### src/rtl/dpe_pkg.sv
`default_nettype none
// ============================================================================
// Module      : dpe_pkg
// Description : Shared DPE types: destination addresses, the packet error
//               flag record, the latched packet header, and keep helpers.
// Revision    : 1.0 - initial release
// ============================================================================
package dpe_pkg;

    typedef logic [3:0] dpe_addr_t;

    localparam dpe_addr_t DPE_ADDR_CPU  = 4'h0;
    localparam dpe_addr_t DPE_ADDR_MAC0 = 4'h1;
    localparam dpe_addr_t DPE_ADDR_MAC1 = 4'h2;
    localparam dpe_addr_t DPE_ADDR_DROP = 4'hF;

    // Sticky per-capture error flags, MSB first: {hdr, len, dst, keep}
    typedef struct packed {
        logic hdr;
        logic len;
        logic dst;
        logic keep;
    } dpe_pkt_err_t;

    // Sideband fields that must stay constant across all beats of a packet
    typedef struct packed {
        dpe_addr_t   src;
        dpe_addr_t   dst;
        logic        bypass_all;
        logic        bypass_stage;
        logic [7:0]  tid;
    } dpe_hdr_t;

    // Number of valid bytes in a 128-bit beat
    function automatic logic [15:0] dpe_popcount16(input logic [15:0] keep);
        logic [15:0] cnt;
        cnt = 16'd0;
        for (int i = 0; i < 16; i++) begin
            cnt = cnt + {15'd0, keep[i]};
        end
        return cnt;
    endfunction

    // True when keep is non-zero and packed against bit 0 (e.g. 16'h003F)
    function automatic logic dpe_keep_contig(input logic [15:0] keep);
        logic [15:0] plus_one;
        plus_one = keep + 16'd1;
        return (keep != 16'd0) && ((keep & plus_one) == 16'd0);
    endfunction

endpackage
`default_nettype wire

### src/rtl/axis_if.sv
`default_nettype none
// ============================================================================
// Module      : axis_if
// Description : Plain AXI-Stream bus (data, keep, valid, ready, last).
// Revision    : 1.0 - initial release
// ============================================================================
interface axis_if #(
    parameter int DATA_WIDTH = 128
);
    logic [DATA_WIDTH-1:0]   tdata;
    logic [DATA_WIDTH/8-1:0] tkeep;
    logic                    tvalid;
    logic                    tready;
    logic                    tlast;

    modport master (output tdata, tkeep, tvalid, tlast, input tready);
    modport slave  (input tdata, tkeep, tvalid, tlast, output tready);

endinterface
`default_nettype wire

### src/rtl/dpe_if.sv
`default_nettype none
// ============================================================================
// Module      : dpe_if
// Description : 128-bit DPE stream bus with clock/reset and tuser sideband.
// Revision    : 1.0 - initial release
// ============================================================================
interface dpe_if;
    import dpe_pkg::*;

    logic          clk;
    logic          rst;
    logic [127:0]  tdata;
    logic [15:0]   tkeep;
    logic          tvalid;
    logic          tready;
    logic          tlast;
    dpe_addr_t     tuser_src;
    dpe_addr_t     tuser_dst;
    logic          tuser_bypass_all;
    logic          tuser_bypass_stage;
    logic [7:0]    tid;

    modport s_axis (
        input  clk, rst, tdata, tkeep, tvalid, tlast,
               tuser_src, tuser_dst, tuser_bypass_all, tuser_bypass_stage, tid,
        output tready
    );

    modport m_axis (
        input  clk, rst, tready,
        output tdata, tkeep, tvalid, tlast,
               tuser_src, tuser_dst, tuser_bypass_all, tuser_bypass_stage, tid
    );

endinterface
`default_nettype wire

### src/rtl/pcapwriter.sv
`default_nettype none
// ============================================================================
// Module      : pcapwriter
// Description : Capture sink. Stalls its stream for the header slots it has
//               to emit: two beats for the global file header after reset
//               (only when a file is named) and one beat for the per-record
//               header after every packet.
// Revision    : 1.0 - initial release
// ============================================================================
module pcapwriter #(
    parameter string SIGNAL_TYPE   = "axisif",
    parameter int    DATA_WIDTH    = 128,
    parameter string PCAP_FILENAME = "none"
) (
    input  logic  clk,
    input  logic  rst,
    axis_if.slave s
);

    localparam logic [1:0] c_GLOBAL_HDR_BEATS = (PCAP_FILENAME == "none") ? 2'd0 : 2'd2;

    generate
        if ((SIGNAL_TYPE == "axisif") && (DATA_WIDTH == 128)) begin : g_axisif
            logic [1:0] r_gap;

            // Count down header slots; a record header follows every tlast
            always_ff @(posedge clk) begin
                if (rst) begin
                    r_gap <= c_GLOBAL_HDR_BEATS;
                end else if (s.tvalid && s.tready && s.tlast) begin
                    r_gap <= 2'd1;
                end else if (r_gap != 2'd0) begin
                    r_gap <= r_gap - 2'd1;
                end
            end

            assign s.tready = (r_gap == 2'd0);
        end else begin : g_unsupported
            assign s.tready = 1'b0;
        end
    endgenerate

endmodule
`default_nettype wire

### src/rtl/dpe_pcapwriter.sv
`default_nettype none
// ============================================================================
// Module      : dpe_pcapwriter
// Description : DPE stream checker/capture front end. Tracks packet framing,
//               sideband consistency and length, keeps packet/byte counters,
//               and forwards every accepted beat to the pcapwriter sink.
//               Define DPE_PCAPWRITER_LFSR_EN to add pseudo-random
//               back-pressure on the input.
// Revision    : 1.0 - initial release
// ============================================================================
module dpe_pcapwriter
    import dpe_pkg::*;
#(
    parameter string       PCAP_FILENAME = "none",
    parameter dpe_addr_t   EXP_TUSER_DST = DPE_ADDR_CPU,
    parameter logic [15:0] MAX_PKT_BYTES = 16'd1518,
    parameter logic [15:0] LFSR_SEED     = 16'hACE1
) (
    dpe_if.s_axis       inp,
    output logic [31:0] pkt_count,
    output logic [31:0] byte_count,
    output logic [15:0] last_len,
    output logic        pkt_done,
    output logic [3:0]  err,
    output logic        busy
);

    localparam logic [0:0] c_IDLE = 1'b0;
    localparam logic [0:0] c_BODY = 1'b1;

    logic [0:0]   r_state;
    dpe_hdr_t     r_hdr;
    dpe_hdr_t     w_hdr;
    logic [15:0]  r_len;
    logic [15:0]  w_beat_bytes;
    logic [15:0]  w_len_base;
    logic [16:0]  w_len_sum;
    logic [15:0]  w_pkt_len;
    dpe_pkt_err_t r_err;
    logic [31:0]  r_pkt_count;
    logic [31:0]  r_byte_count;
    logic [15:0]  r_last_len;
    logic         r_pkt_done;
    logic [1:0]   r_live;
    logic         w_gate;
    logic         w_accept;
    logic         w_first;

    axis_if #(.DATA_WIDTH(128)) u_cap_axis ();

    pcapwriter #(
        .SIGNAL_TYPE   ("axisif"),
        .DATA_WIDTH    (128),
        .PCAP_FILENAME (PCAP_FILENAME)
    ) u_pcapwriter (
        .clk (inp.clk),
        .rst (inp.rst),
        .s   (u_cap_axis)
    );

`ifdef DPE_PCAPWRITER_LFSR_EN
    logic [15:0] r_lfsr;

    // Fibonacci LFSR x^16+x^14+x^13+x^11+1, stepped every cycle
    always_ff @(posedge inp.clk) begin
        if (inp.rst) begin
            r_lfsr <= LFSR_SEED;
        end else begin
            r_lfsr <= {r_lfsr[0] ^ r_lfsr[2] ^ r_lfsr[3] ^ r_lfsr[5], r_lfsr[15:1]};
        end
    end

    assign w_gate = r_lfsr[0];
`else
    assign w_gate = 1'b1;
`endif

    // Ready is built only from flops so it never follows tvalid; r_live keeps
    // it low through reset and the first cycle after it.
    assign inp.tready   = r_live[1] & w_gate & u_cap_axis.tready;
    assign w_accept     = inp.tvalid && inp.tready;
    assign w_first      = (r_state == c_IDLE);
    assign w_hdr        = {inp.tuser_src, inp.tuser_dst, inp.tuser_bypass_all,
                           inp.tuser_bypass_stage, inp.tid};
    assign w_beat_bytes = dpe_popcount16(inp.tkeep);
    assign w_len_base   = w_first ? 16'd0 : r_len;
    assign w_len_sum    = {1'b0, w_len_base} + {1'b0, w_beat_bytes};
    assign w_pkt_len    = w_len_sum[16] ? 16'hFFFF : w_len_sum[15:0];

    // Sink sees exactly the accepted beats, including errored packets
    assign u_cap_axis.tdata  = inp.tdata;
    assign u_cap_axis.tkeep  = inp.tkeep;
    assign u_cap_axis.tlast  = inp.tlast;
    assign u_cap_axis.tvalid = w_accept;

    // Two-stage ready enable released after reset
    always_ff @(posedge inp.clk) begin
        if (inp.rst) begin
            r_live <= 2'b00;
        end else begin
            r_live <= {r_live[0], 1'b1};
        end
    end

    // Packet framing: IDLE waits for a first beat, BODY runs until tlast
    always_ff @(posedge inp.clk) begin
        if (inp.rst) begin
            r_state <= c_IDLE;
        end else if (w_accept) begin
            r_state <= inp.tlast ? c_IDLE : c_BODY;
        end
    end

    // Header capture on the first beat and saturating running length
    always_ff @(posedge inp.clk) begin
        if (inp.rst) begin
            r_hdr <= '0;
            r_len <= 16'd0;
        end else if (w_accept) begin
            if (w_first) begin
                r_hdr <= w_hdr;
            end
            r_len <= w_pkt_len;
        end
    end

    // Sticky error flags, cleared only by reset
    always_ff @(posedge inp.clk) begin
        if (inp.rst) begin
            r_err <= '0;
        end else if (w_accept) begin
            if (!w_first && (w_hdr != r_hdr)) begin
                r_err.hdr <= 1'b1;
            end
            if (w_first && (inp.tuser_dst != EXP_TUSER_DST)) begin
                r_err.dst <= 1'b1;
            end
            if (inp.tlast ? !dpe_keep_contig(inp.tkeep) : (inp.tkeep != 16'hFFFF)) begin
                r_err.keep <= 1'b1;
            end
            if (inp.tlast && (w_pkt_len > MAX_PKT_BYTES)) begin
                r_err.len <= 1'b1;
            end
        end
    end

    // Counters and completion pulse, visible the cycle after the tlast beat
    always_ff @(posedge inp.clk) begin
        if (inp.rst) begin
            r_pkt_count  <= 32'd0;
            r_byte_count <= 32'd0;
            r_last_len   <= 16'd0;
            r_pkt_done   <= 1'b0;
        end else begin
            r_pkt_done <= w_accept && inp.tlast;
            if (w_accept) begin
                r_byte_count <= r_byte_count + {16'd0, w_beat_bytes};
            end
            if (w_accept && inp.tlast) begin
                r_pkt_count <= r_pkt_count + 32'd1;
                r_last_len  <= w_pkt_len;
            end
        end
    end

    assign pkt_count  = r_pkt_count;
    assign byte_count = r_byte_count;
    assign last_len   = r_last_len;
    assign pkt_done   = r_pkt_done;
    assign err        = r_err;
    assign busy       = (r_state == c_BODY);

endmodule
`default_nettype wire
### src/flat_wrapper.sv
// flat-port wrapper written by rule: the top's interface ports become plain ports
module dpe_pcapwriter_flat import dpe_pkg::*;
#(
    parameter string       PCAP_FILENAME = "    ",
    parameter dpe_addr_t   EXP_TUSER_DST = DPE_ADDR_CPU,
    parameter logic [15:0] MAX_PKT_BYTES = 16'd1518,
    parameter logic [15:0] LFSR_SEED     = 16'hACE1
)
  (pkt_count, byte_count, last_len, pkt_done, err, busy, inp_clk, inp_rst, inp_tdata, inp_tkeep, inp_tvalid, inp_tlast, inp_tuser_src, inp_tuser_dst, inp_tuser_bypass_all, inp_tuser_bypass_stage, inp_tid, inp_tready);
  dpe_if inp_i ();
  output logic [31:0] pkt_count;
  output logic [31:0] byte_count;
  output logic [15:0] last_len;
  output logic pkt_done;
  output logic [3:0] err;
  output logic busy;
  input wire logic [$bits(inp_i.clk)-1:0] inp_clk;
  input wire logic [$bits(inp_i.rst)-1:0] inp_rst;
  input wire logic [$bits(inp_i.tdata)-1:0] inp_tdata;
  input wire logic [$bits(inp_i.tkeep)-1:0] inp_tkeep;
  input wire logic [$bits(inp_i.tvalid)-1:0] inp_tvalid;
  input wire logic [$bits(inp_i.tlast)-1:0] inp_tlast;
  input wire logic [$bits(inp_i.tuser_src)-1:0] inp_tuser_src;
  input wire logic [$bits(inp_i.tuser_dst)-1:0] inp_tuser_dst;
  input wire logic [$bits(inp_i.tuser_bypass_all)-1:0] inp_tuser_bypass_all;
  input wire logic [$bits(inp_i.tuser_bypass_stage)-1:0] inp_tuser_bypass_stage;
  input wire logic [$bits(inp_i.tid)-1:0] inp_tid;
  output wire logic [$bits(inp_i.tready)-1:0] inp_tready;
  assign inp_i.clk = inp_clk;
  assign inp_i.rst = inp_rst;
  assign inp_i.tdata = inp_tdata;
  assign inp_i.tkeep = inp_tkeep;
  assign inp_i.tvalid = inp_tvalid;
  assign inp_i.tlast = inp_tlast;
  assign inp_i.tuser_src = inp_tuser_src;
  assign inp_i.tuser_dst = inp_tuser_dst;
  assign inp_i.tuser_bypass_all = inp_tuser_bypass_all;
  assign inp_i.tuser_bypass_stage = inp_tuser_bypass_stage;
  assign inp_i.tid = inp_tid;
  assign inp_tready = inp_i.tready;
  dpe_pcapwriter #(.PCAP_FILENAME(PCAP_FILENAME), .EXP_TUSER_DST(EXP_TUSER_DST), .MAX_PKT_BYTES(MAX_PKT_BYTES), .LFSR_SEED(LFSR_SEED)) u_core (.inp(inp_i), .pkt_count(pkt_count), .byte_count(byte_count), .last_len(last_len), .pkt_done(pkt_done), .err(err), .busy(busy));
endmodule
### config.mk
export PLATFORM = sky130hd
export DESIGN_NAME = dpe_pcapwriter_flat
export DESIGN_NICKNAME = d
export VERILOG_FILES = /design/src/rtl/dpe_pkg.sv /design/src/rtl/axis_if.sv /design/src/rtl/dpe_if.sv /design/src/rtl/pcapwriter.sv /design/src/rtl/dpe_pcapwriter.sv /design/src/flat_wrapper.sv
export SDC_FILE = /design/constraint.sdc
export NUM_CORES = 1
export LEC_CHECK = 0
export ABC_AREA = 1
export ABC_CLOCK_PERIOD_IN_PS = 6100
export CORE_ASPECT_RATIO = 1.75
export CORE_MARGIN = 5
export CORE_UTILIZATION = 30
export CTS_CLUSTER_SIZE = 25
export DETAILED_ROUTE_END_ITERATION = 10
export GPL_TIMING_DRIVEN = 0
export HOLD_SLACK_MARGIN = 0.02
export PLACE_DENSITY = 0.67
export SLEW_MARGIN = 20
export SYNTH_ARGS = -nofsm -noshare
export SYNTH_HDL_FRONTEND = slang
export SYNTH_SLANG_ARGS = --single-unit
### constraint.sdc
create_clock -name inp_clk -period 6.1 [get_ports inp_clk]
set_input_delay 0.61 -clock inp_clk [delete_from_list [all_inputs] [get_ports inp_clk]]
set_output_delay 0.61 -clock inp_clk [all_outputs]
set_load 0.02 [all_outputs]
Word-level counts from Yosys, hierarchy flattened:

Index checks and enable logic that the tools add are counted.

* flip-flop bits (word level): 124

* equal/unequal tests: 2
* bitwise gates (word level): 3
* $add $sub $neg: 20
* reductions and logical operators: 20
* mux-type cells: 7
* order comparisons: 1

Operators with widths (number)
* adder 16 x 1 -> 16 bit: 14
* adder 32 x 1 -> 32 bit, second input constant: 1
* adder 32 x 16 -> 32 bit: 1
* two-way mux 16 bit: 2
* inequality test 18 bit: 1
* adder 16 x 16 -> 17 bit: 1
* adder 16 x 1 -> 16 bit, second input constant: 1
* AND 16 bit: 1
* greater-than comparator 16 x 11 -> 1 bit, second input constant: 1
* zero test 16 bit: 1
* inequality test 16 bit, second input constant: 1
* nonzero test 16 bit: 1
* AND reduction 2 bit: 5
* logical AND 1 bit: 8
* two-way mux 2 bit: 2
* nonzero test 2 bit: 2
* nonzero test 4 bit: 1
* two-way mux 1 bit: 3
* adder 1 x 1 -> 2 bit: 1
* zero test 2 bit: 1
* subtractor 2 x 1 -> 2 bit, second input constant: 1
* AND 1 bit: 1
* zero test 1 bit: 1
* NOT 1 bit: 1

Logic depth before layout (Yosys ltp):

* depth in word-level cells: 20
* depth in mapped cells: 30

Modules after synthesis:

Synthesis repeated with hierarchy kept, for this count alone.

* cell total of the unflattened synthesis: 1053
* area total of the unflattened synthesis: 7252.0 um^2

Modules (own cells, without submodules)
* dpe_pcapwriter: sequential area each 2442.3 um^2, instances 1, cells each 1040, area an instance 7156.9 um^2
* pcapwriter: sequential area each 40.0 um^2, instances 1, cells each 13, area an instance 95.1 um^2

Worst setup path after synthesis:

Ideal clock, no wire load.

* path type: input to register
* from: in inp_tkeep[0]
* to: reg u_core.r_byte_count[18] (netlist: u_core.byte_count[18])
* path slack: 537 ps
* data arrival time: 5448 ps
* setup time: 115 ps
* data required time: 5985 ps
* stages: 25
* path buffers: 0
* path through: inv_1 ha_1 inv_1 fa_1 inv_1 fa_1 fa_1 inv_1 fa_1 fa_1 fa_1 xnor2_1 ha_1 nand3_1 nand3_1 nand2_1 a21oi_1 nand2_1 nor2_1 nand2_1 nor2_2 nand2_1 nor2_2 a21oi_1 o21a_1

* cells in the longest elaborated chain, start to end: 16

Ends and longest elaborated chain
* start, declared: line flat_wrapper.sv:20 `input wire logic [$bits(inp_i.tkeep)-1:0] inp_tkeep;`
* adder 1 x 1 -> 2 bit: line dpe_pkg.sv:39 `cnt = cnt + {15'd0, keep[i]};`
* adder 16 x 1 -> 16 bit (14 in a row): line dpe_pkg.sv:39
* adder 32 x 16 -> 32 bit: line dpe_pcapwriter.sv:157 `r_byte_count <= r_byte_count + {16'd0, w_beat_bytes};`
* end signal, assigned: line dpe_pcapwriter.sv:157
* end, declared: line dpe_pcapwriter.sv:41 `logic [31:0] r_byte_count;`

Every way passes these cells.
A chain may end at the register's enable or synchronous reset.

Worst setup path in the final report:

* from: in inp_tkeep[2]
* to: reg u_core.r_err, in the netlist u_core.err[2]

* cells in the longest elaborated chain, start to end: 19

Ends and longest elaborated chain
* adder 16 x 1 -> 16 bit (14 in a row): line dpe_pkg.sv:39
* adder 16 x 16 -> 17 bit: line dpe_pcapwriter.sv:87 `assign w_len_sum = {1'b0, w_len_base} + {1'b0, w_beat_bytes};`
* two-way mux 16 bit: line dpe_pcapwriter.sv:88 `assign w_pkt_len = w_len_sum[16] ? 16'hFFFF : w_len_sum[15:0];`
* greater-than comparator 16 x 11 -> 1 bit: line dpe_pcapwriter.sv:141 `if (inp.tlast && (w_pkt_len > MAX_PKT_BYTES)) begin`
* logical AND 1 bit: line dpe_pcapwriter.sv:141
* AND reduction 2 bit (no source line)
* end, declared: line dpe_pcapwriter.sv:39 `dpe_pkt_err_t r_err;`

Every way passes these cells.

==> results.toml <==
[yosys]
cells_taking_the_most_area_after_synthesis = "dfxtp_1 35%, nand2_1 11%, inv_1 7.8%"
yosys_warnings = 0
netlist.area_leader.share_pct = 34.7
syn-mean-instance-area_um2 = 6.84
largest_family_of_logic_cells_by_synthesized_area = "simple AND/OR/NAND/NOR gates"
postSynthRegisterBits = 124
synthesis.area_um2 = 7150
synth-simple-area-share_pct = 30.5
synthesized_area_fraction_occupied_by_adder_cells_pct = 7.03
ys_dominant_reg_cell = "dfxtp_1"
synthDistinctLibCells = 40
async_flop_share_pct = 0
synth_edf_count = 0
synth.largest_area_cell = "dfxtp_1"
synthCells = 1045
muxShareOfSynthArea_pct = 0
yosys.area_share.xor_xnor_pct = 4.78
synth_compound_gate_area_share_pct = 13.4
synth_fp_nets = 1244
seq_area_frac_synth_pct = 34.7

[sta]
max-slew-margin-rel_pct = 42.0
finalWorstPathRequiredPeriod_ns = 5.77
min_period_over_period_pct = 94.7
worst_hold_slack_ns = 0.406
timing_worst_slew_pin_value_ns = 0.870
layout_setup_ws_ns = 0.326
setup_viol = 0
final_hold_violation_count = 0
fmaxAchievable_mhz = 173
grt_setup_unrepaired = "no"
slew_viol_final = 0
fin_skew_ns = 0.0102

[final_layout]
area_growth_syn_to_layout_pct = 36.9
drive_above_1_share_pct = 9.67
layout.cells.non_filler = 1514
antennaDiodeCount = 0
layout.cells.most_common = "nand2_1"
finish.net_count = 1396
most-common-layout-cells = "203 x nand2_1, 146 x inv_1, 124 x dfxtp_1, 121 x clkdlybuf4s50_1, 111 x nor2_1"

[floorplan]
rows = 74
core_area_um2 = 23400
starting_density_of_the_core_pct = 30.5
pin_count = 253
die-area_um2 = 27100
die_h_um = 214
die_w_um = 127

[power_and_ir_drop]
power_leakage_nw = 4.15
cell_internal_power_dissipation_mw = 1.85
power.clock.fraction_pct = 43.5
power.net_switching_mw = 0.796
pwr-share-comb_pct = 24.2
worst_ir_drop_on_vdd_mv = 0.193
power_switching_share_pct = 30.0
cellPowerDensity_nw_per_um2 = 271
share_seq_of_total_power_pct = 32.3

[route]
met3RoutedLength_um = 1460
routed-via-count = 7446
routed_via_density = 4.92
finalWirelength_um = 23300
first_iter_violations = 437
routedWlPerCell_um = 15.4
routed-wl-met2_um = 11900
drt_pass1_iterations = 5
postRouteAntennaNets = 0
dr.max_layer_used = "met4"
drt_met1_wl_um = 8840
drc = 0

[clock_tree]
cts_max_level = 4
clock_insertion_delay_worst_skew_ns = 0.42
cts_hold_buffers = 0
clock_buffers_created_by_tritoncts = 17
cts-root-buf = "clkbuf_16"
tritoncts_clock_tree = "built"
cts.sinks = 124
cts_max_path_buffers = 2
cts.clk_slew.worst_paths_ns = 0.06

[worst_setup_path]
timing.critical_path.slowest_stage_cell = "fa_2"
cp.arrival_ns = 6.05
slowest_stage_delay_cp_ns = 0.58
worstSetupStartpointType = "primary input"
regToRegEndpoint = "u_core.err[2]"
end_kind = "flop"
crit_buf_inv = 6
cp_max_fo = 6
timing.reg2reg.setup_slack_ns = 2.95
cp.required_ns = 6.37
r2r-start = "u_core.busy"
r2r.worst_path.cells = 20
worst_path_dominant_cell_family = "adder cells"
setup.worst_path.class = "primary input to flop"
cp_common_cell = "nand2_1"

[placed_design]
hpwlAfterDp_um = 17900
routabilityCongestion = 0.915
dpl.cell_count = 1472
dp_worst_setup_slack_ns = -0.918
port_buffers = 123

[worst_hold_path]
worstHoldPathType = "flop to flop"
holdCritStartpoint = "u_core.r_live[0]"
min_to = "u_core.r_live[1]"
hold-path-cell-count = 2

[grt]
grt_first_pass_wirelength_um = 35900
pin_count_of_the_biggest_net_entering_global_routing = 17
grt_total_ovfl = 0
grtUsageTotal_pct = 16.4
vias_in_the_first_global_route = 7179
grt_antenna_before_repair = 0

[run]
max-cap-violations = 0

[outcome]
outcome = "finished, final reports clean"
## cell usage after synthesis (3+ instances only)
master	number
a211oi_1	3
nor2_4	3
nor3_1	20
inv_1	149
fa_1	12
xor2_1	27
xnor2_1	12
o211ai_1	5
dfxtp_1	124
clkbuf_1	24
o21ai_0	75
nand3_1	77
o21bai_1	9
o21a_1	4
or2_2	3
a31oi_1	10
nor3_2	3
a21oi_1	65
ha_1	21
nor4_1	9
nand4_1	24
nand2_1	212
nor2_1	123
nor2_2	4
nand3b_1	3
## power by group through the flow
stage                     clock [mW]  sequential, mW  combinational (mW)
after floorplan                    0           0.874               0.378
after global placement             0           0.871               0.538
after detailed placement           0           0.872               0.547
after CTS                       1.16           0.854               0.565
after global routing            1.19           0.858               0.728
final                           1.15           0.855               0.641
## logic make-up after synthesis
group                      Yosys count
AOI/OAI and AO/OA                  176
adders and majority gates           33
buffers and inverters              180
xor gates and xnor gates            39
DFF                                124
and+or+nand+nor                    493
## metrics by stage
stage	utilization [%]	cell area (um^2)	TNS [ns]	total power [mW]
global route	41.8	9790	0	2.78
floorplan	-	7150	0	1.25
finish	41.8	9790	0	2.65
detailed placement	37.4	8760	-17.00	1.42
global placement	37.4	8760	-13.19	1.41
CTS	40.6	9520	0	2.58
## sequential cells by signal, summed over array words and instances (netlist names)
| register | count |
|---|---|
| u_core.pkt_count | 32 |
| u_core.err | 4 |
| u_core.busy | 1 |
| u_core.u_pcapwriter.g_axisif.r_gap | 2 |
| u_core.r_len | 16 |
| u_core.last_len | 16 |
| u_core.r_hdr | 18 |
| u_core.pkt_done | 1 |
| u_core.r_live | 2 |
| u_core.byte_count | 32 |
## area by class of cell
| cell class | instances | area, um^2 |
|---|---|---|
| inverters | 152 | 571 |
| multi-input cells | 742 | 4270 |
| fillers | 2383 | 13600 |
| flip-flops and latches | 124 | 2480 |
| clock buffers | 19 | 453 |
| plain buffers | 28 | 115 |
| clock inverters | 13 | 214 |
| repair buffers | 132 | 1300 |
| well taps | 304 | 380 |
## routing by layer
layer  GRT usage (%)  vias up
li1                -     3696
met1            17.2     3435
met2            30.3      250
met3            3.79       65
met4            8.09        0
met5               0        -
## worst reg2reg max path, cell delays in order (launching register included)
cell	delay, ns
dfxtp_1	0.34
buf_4	0.18
buf_4	0.21
buf_2	0.28
nand2_1	0.09
inv_1	0.06
ha_1	0.24
fa_2	0.27
nand2_1	0.06
nand2_1	0.08
nand3_2	0.10
nand2_4	0.15
nand3_4	0.11
buf_4	0.18
nand2_1	0.12
nand3_1	0.13
o21ai_1	0.15
nand2_1	0.06
nand2_1	0.05
nand2_1	0.10
a21oi_1	0.13
## how the worst max path moves through the flow
stage	startpoint	slack, ns	cells past startpoint	endpoint
4_1_cts	inp_tkeep[1]	0.006	26	u_core.err[2]
3_5_place_dp	inp_tkeep[1]	-0.92	26	u_core.err[2]
3_3_place_gp	inp_tkeep[1]	-0.83	26	u_core.err[2]
2_1_floorplan	inp_tkeep[0]	0.54	25	u_core.byte_count[18]
6_report	inp_tkeep[2]	0.33	25	u_core.err[2]
5_1_grt	inp_tkeep[2]	0.08	25	u_core.err[2]
## timing repair
| item | 4_1_cts | 5_1_grt |
|---|---|---|
| gates resized for setup | 19 | 50 |
| buffers inserted | 2 | 7 |
| gates cloned | 0 | 1 |
| pin swaps | 0 | 11 |
| setup endpoints to repair | 8 | 17 |
(Power assumes the default switching activity.)
